==> src/rtl/version_reporter.sv <==
// Streams the build-identification constants as a 13-byte framed record
// (SYNC, version, BCD timestamp, XOR checksum) over a byte-wide valid/ready stream.
module version_reporter #(
  parameter logic [7:0]  SYNC_BYTE     = 8'hA5,
  parameter int unsigned REPEAT_PERIOD = 0,
  parameter logic [7:0]  MAJOR         = 8'h00,
  parameter logic [7:0]  MINOR         = 8'h00,
  parameter logic [7:0]  PATCH         = 8'h00,
  parameter logic [7:0]  BUILD         = 8'h2E,
  parameter logic [15:0] YEAR          = 16'h2025,
  parameter logic [7:0]  MONTH         = 8'h11,
  parameter logic [7:0]  DAY           = 8'h04,
  parameter logic [7:0]  HOUR          = 8'h17,
  parameter logic [7:0]  MINUTE        = 8'h54,
  parameter logic [7:0]  SECOND        = 8'h28
) (
  input  logic        clk,
  input  logic        rst_n,
  input  logic        req_i,
  output logic [7:0]  tx_data_o,
  output logic        tx_valid_o,
  input  logic        tx_ready_i,
  output logic        busy_o,
  output logic [15:0] frames_sent_o
);

  typedef enum logic {StIdle, StSend} state_e;

  state_e      state_q, state_d;
  logic [3:0]  idx_q, idx_d;
  logic [7:0]  chk_q, chk_d;
  logic [7:0]  data_q, data_d;
  logic        pending_q, pending_d;
  logic [15:0] frames_sent_q;
  logic        timer_hit;
  logic        start;
  logic        frame_done;

  // Payload bytes 0..11; the checksum byte comes from the accumulator instead.
  function automatic logic [7:0] field_byte(input logic [3:0] i);
    case (i)
      4'd0:    field_byte = SYNC_BYTE;
      4'd1:    field_byte = MAJOR;
      4'd2:    field_byte = MINOR;
      4'd3:    field_byte = PATCH;
      4'd4:    field_byte = BUILD;
      4'd5:    field_byte = YEAR[15:8];
      4'd6:    field_byte = YEAR[7:0];
      4'd7:    field_byte = MONTH;
      4'd8:    field_byte = DAY;
      4'd9:    field_byte = HOUR;
      4'd10:   field_byte = MINUTE;
      4'd11:   field_byte = SECOND;
      default: field_byte = 8'h00;
    endcase
  endfunction

  generate
    if (REPEAT_PERIOD == 0) begin : g_no_timer
      assign timer_hit = 1'b0;
    end else begin : g_timer
      logic [31:0] timer_q;
      assign timer_hit = (timer_q == 32'(REPEAT_PERIOD - 1));
      always_ff @(posedge clk or negedge rst_n) begin
        if (!rst_n) begin
          timer_q <= '0;
        end else if (timer_hit) begin
          timer_q <= '0;
        end else begin
          timer_q <= timer_q + 32'd1;
        end
      end
    end
  endgenerate

  always_comb begin
    state_d    = state_q;
    idx_d      = idx_q;
    chk_d      = chk_q;
    data_d     = data_q;
    pending_d  = pending_q;
    frame_done = 1'b0;
    start      = req_i || pending_q || timer_hit;
    case (state_q)
      StIdle: begin
        if (start) begin
          state_d   = StSend;
          idx_d     = 4'd0;
          chk_d     = 8'h00;
          data_d    = SYNC_BYTE;
          pending_d = 1'b0;
        end
      end
      StSend: begin
        if (req_i || timer_hit) pending_d = 1'b1;
        if (tx_ready_i) begin
          if (idx_q == 4'd12) begin
            state_d    = StIdle;
            idx_d      = 4'd0;
            data_d     = 8'h00;
            frame_done = 1'b1;
          end else begin
            idx_d = idx_q + 4'd1;
            if (idx_q != 4'd0) chk_d = chk_q ^ field_byte(idx_q);
            // Byte 12 is the checksum including the byte just accepted.
            data_d = (idx_q == 4'd11) ? chk_d : field_byte(idx_d);
          end
        end
      end
      default: state_d = StIdle;
    endcase
  end

  always_ff @(posedge clk or negedge rst_n) begin
    if (!rst_n) begin
      state_q   <= StIdle;
      idx_q     <= 4'd0;
      chk_q     <= 8'h00;
      data_q    <= 8'h00;
      pending_q <= 1'b0;
    end else begin
      state_q   <= state_d;
      idx_q     <= idx_d;
      chk_q     <= chk_d;
      data_q    <= data_d;
      pending_q <= pending_d;
    end
  end

  always_ff @(posedge clk or negedge rst_n) begin
    if (!rst_n) begin
      frames_sent_q <= 16'h0000;
    end else if (frame_done) begin
      frames_sent_q <= frames_sent_q + 16'd1;
    end
  end

  assign tx_valid_o    = (state_q == StSend);
  assign busy_o        = (state_q == StSend);
  assign tx_data_o     = data_q;
  assign frames_sent_o = frames_sent_q;

endmodule

==> config.mk <==
export PLATFORM = sky130hd
export DESIGN_NAME = version_reporter
export DESIGN_NICKNAME = d
export VERILOG_FILES = /design/src/rtl/version_reporter.sv
export SDC_FILE = /design/constraint.sdc
export NUM_CORES = 1
export LEC_CHECK = 0
export CORE_UTILIZATION = 35
export CTS_BUF_LIST = sky130_fd_sc_hd__clkbuf_16
export DETAILED_ROUTE_END_ITERATION = 6
export PLACE_DENSITY = 0.59
export SLEW_MARGIN = 5
export SYNTH_ARGS = -nofsm -noshare
export SYNTH_HDL_FRONTEND = slang
export SYNTH_SLANG_ARGS = --single-unit
export TNS_END_PERCENT = 5
==> constraint.sdc <==
create_clock -name clk -period 1.95 [get_ports clk]
set_clock_uncertainty 0.1 [all_clocks]
set_input_delay 0.39 -clock clk [delete_from_list [all_inputs] [get_ports clk]]
set_output_delay 0.39 -clock clk [all_outputs]
set_load 0.02 [all_outputs]
==> flow_metrics.env, run 1 <==
export IMPL_clock_latency_ps=280
export IMPL_synth_area_per_cell_um2=9.75
export IMPL_grt_max_degree=39
export IMPL_io_pins=30
export IMPL_place_gp_congestion=0.872
export IMPL_drive_gt1_share_pct=18.7
export IMPL_drc=0
export IMPL_cp_cell_sequence="clkdlybuf4s50_1"
export IMPL_cts_sinks=38
export IMPL_antenna_found_initial=0
export IMPL_ant_nets=0
export IMPL_fillCellCount=553
export IMPL_cts_tree="yes"
export IMPL_n_antenna_cell=0
export IMPL_core_area_um2=5990
export IMPL_vias=1753
export IMPL_end_kind="output pin"
export IMPL_clkPwrFrac_pct=29.0
export IMPL_syn_area_um2=2190
export IMPL_rsz0062_at_grt="yes"
export IMPL_synth_most_common_cell="dfrtp_1"
export IMPL_post_cts_buffers=0
export IMPL_worstPathMaxFanout=6
export IMPL_maxSlewHeadroom_pct=68.2
export IMPL_cp_top_family="buffers and inverters"
export IMPL_fin_tns_setup_ps=0
export IMPL_slew_viol_final=0
export IMPL_tightest_slew_ps=476
export IMPL_clk_pin_slew_ps=60
export IMPL_place_hpwl_mm=3.81
export IMPL_arrival_ps=1380
export IMPL_start_kind="flop"
export IMPL_netlist_area_leader_share_pct=43.3
export IMPL_setup_worst_path_class="reg -> out"
export IMPL_fmax_ghz=0.534
export IMPL_ys_flop_type="dfrtp_1"
export IMPL_post_route_period_util_pct=96.1
export IMPL_ir_drop_uv=850
export IMPL_cap_violations=0
export IMPL_clock_root_buffer="clkbuf_16"
export IMPL_wirelength_mm=5.07
export IMPL_grt_pass1_vias=1698
export IMPL_die_area_um2=6590
export IMPL_hold_path_class="in -> async"
export IMPL_pre_cts_ws_ps=-27.7
export IMPL_ys_types=51
export IMPL_p_leak_nw=1.25
export IMPL_max_stage_delay_ps=650
export IMPL_synth_nets=238
export IMPL_synth_top_area_cell="dfrtp_1"
export IMPL_cts_max_level=2
export IMPL_port_buffer_count=29
export IMPL_hold_buffers=0
export IMPL_min_period_ps=1870
export IMPL_initial_utilization_pct=36.6
export IMPL_grt_pass1_wl_mm=8.39
export IMPL_synth_commonest_cells="dfrtp_1, nand2_1, xnor2_1"
export IMPL_critPathSlowestCell="clkdlybuf4s50_1"
export IMPL_syn_inst=225
export IMPL_rows=28
export IMPL_ys_seq_area_share_pct=43.3
export IMPL_power_density_nw_per_um2=1260
export IMPL_p_int_w=0.00238
export IMPL_clockBufferDepth=2
export IMPL_final_hold_violation_count=0
export IMPL_seqPwrFrac_pct=30.6
export IMPL_grt_use_total_pct=17.1
export IMPL_wire_per_inst_um=14.6
export IMPL_async_reset_ff_share_pct=100
export IMPL_setup_violations=0
export IMPL_synth_edff_count=0
export IMPL_yosys_warnings=0
export IMPL_synth_seq_cells=38
export IMPL_synthToLayoutAreaGrowth_pct=31.8
export IMPL_layout_nets=285
export IMPL_fp_dieW_um=81.2
export IMPL_synthTopCellsByArea="dfrtp_1, xnor2_1, ha_1, nand2_1, o21ai_1"
export IMPL_power_frac_comb_pct=40.3
export IMPL_viasPerCell=5.04
export IMPL_setup_ws_ps=76.4
export IMPL_drt_iter0_markers=98
export IMPL_swShare_pct=34.8
export IMPL_critical_path_buf_inv_count=1
export IMPL_net_switching_power_w=0.00127
export IMPL_drt_pass1_iter_count=4
export IMPL_required_ps=1460
export IMPL_numCtsBuffers=5
export IMPL_status="finished clean"
export IMPL_die_h_um=81.2
export IMPL_overflow=0
metal layers:
metal	track usage (%)	vias up	wire length [µm]
met2	28.5	40	2450
met4	4.82	0	15
li1	-	883	-
met3	2.70	2	134
met5	0	-	0
met1	22.8	828	2480
worst reg2reg max path: cells and delay by family (launching register included):
kind | cells | cell delay [ps]
fa+ha+maj | 2 | 500
simple gates | 1 | 130
flops | 1 | 410
compound gates | 4 | 610
path summary, 6_finish.rpt:
check,from,cells after the start,slack [ps],end
worst min-delay path,rst_n,2,60,chk_q[7]
worst max-delay path,frames_sent_o[2],1,80,frames_sent_o[2]
worst max register to register,idx_q[0],7,90,tx_data_o[5]
worst min register to register,frames_sent_o[15],1,370,frames_sent_o[15]
max in group asynchronous,rst_n,2,1340,busy_o
min in group clk,frames_sent_o[15],1,370,frames_sent_o[15]
flip-flops by register name, indices dropped and copies added (netlist names):
name,count
busy_o,1
chk_q,8
frames_sent_o,16
idx_q,4
pending_q,1
tx_data_o,8
cell families (layout without fill, tap and decap cells):
| family | after synthesis | in the layout | share of synthesized area (%) |
|---|---|---|---|
| multiplexers | 3 | 3 | 1.43 |
| AO/OA/AOI/OAI | 54 | 54 | 16.2 |
| XOR/XNOR | 25 | 25 | 10.7 |
| buffers and inverters | 17 | 65 | 3.99 |
| adder cells (fa/ha/maj) | 9 | 9 | 5.13 |
| AND/OR/NAND/NOR | 79 | 79 | 19.3 |
| flip-flops | 38 | 38 | 43.3 |
cell usage in the layout (no fill, tap or decap), types with 6 or more instances in the layout:
master / Yosys / final
dfrtp_1: 38 / 37
nand2_1: 27 / 27
o21ai_0: 10 / 10
a21oi_1: 6 / 6
buf_4: 3 / 19
xor2_1: 6 / 6
clkdlybuf4s50_1: 0 / 28
ha_1: 9 / 7
nor2_1: 16 / 15
inv_1: 6 / 6
xnor2_1: 17 / 17
nand3_1: 6 / 6
o21ai_1: 12 / 12
timing repair:
item | 4_1_cts | 5_1_grt
hold endpoints to repair | 0 | 0
resized for setup | 2 | 5
setup endpoints to repair | 7 | 9
pin swaps | 0 | 1
final cells by class:
class,count,area (µm²),share of cell area [%]
Tap cell,75,93.8,3.24
Clock buffer,5,125,4.33
Sequential cell,38,952,32.9
Timing Repair Buffer,49,439,15.2
Clock inverter,3,68.8,2.38
Multi-Input combinational cell,170,1180,40.9
Inverter,8,30.0,1.04
metrics by stage:
stage	total power, W	hold WS [ps]	instance area [µm²]	cells	util (%)
after floorplan	0.00205	-5.59	2200	225	-
after global placement	0.00251	364	2670	340	44.5
after detailed placement	0.00252	367	2670	340	44.5
after CTS	0.00361	77.1	2870	348	47.8
after global routing	0.00388	98.4	2890	348	48.3
final	0.00366	57.5	2890	348	48.3
power by group through the flow:
stage	registers, W	logic [W]	clock network [W]
final	0.00112	0.00147	0.00106
after global routing	0.00115	0.00162	0.00111
after CTS	0.00112	0.00141	0.00108
after detailed placement	0.00113	0.00139	0
after global placement	0.00113	0.00138	0
after floorplan	0.00116	0.000889	0
Note: power is estimated with default switching activity, not from simulation.
==> inputs of run 2 (changes only) <==
- CTS_CLUSTER_SIZE: default -> 40
==> results of run 2 <==
No change in the layout: final DEF, timing and power equal those of run 1.
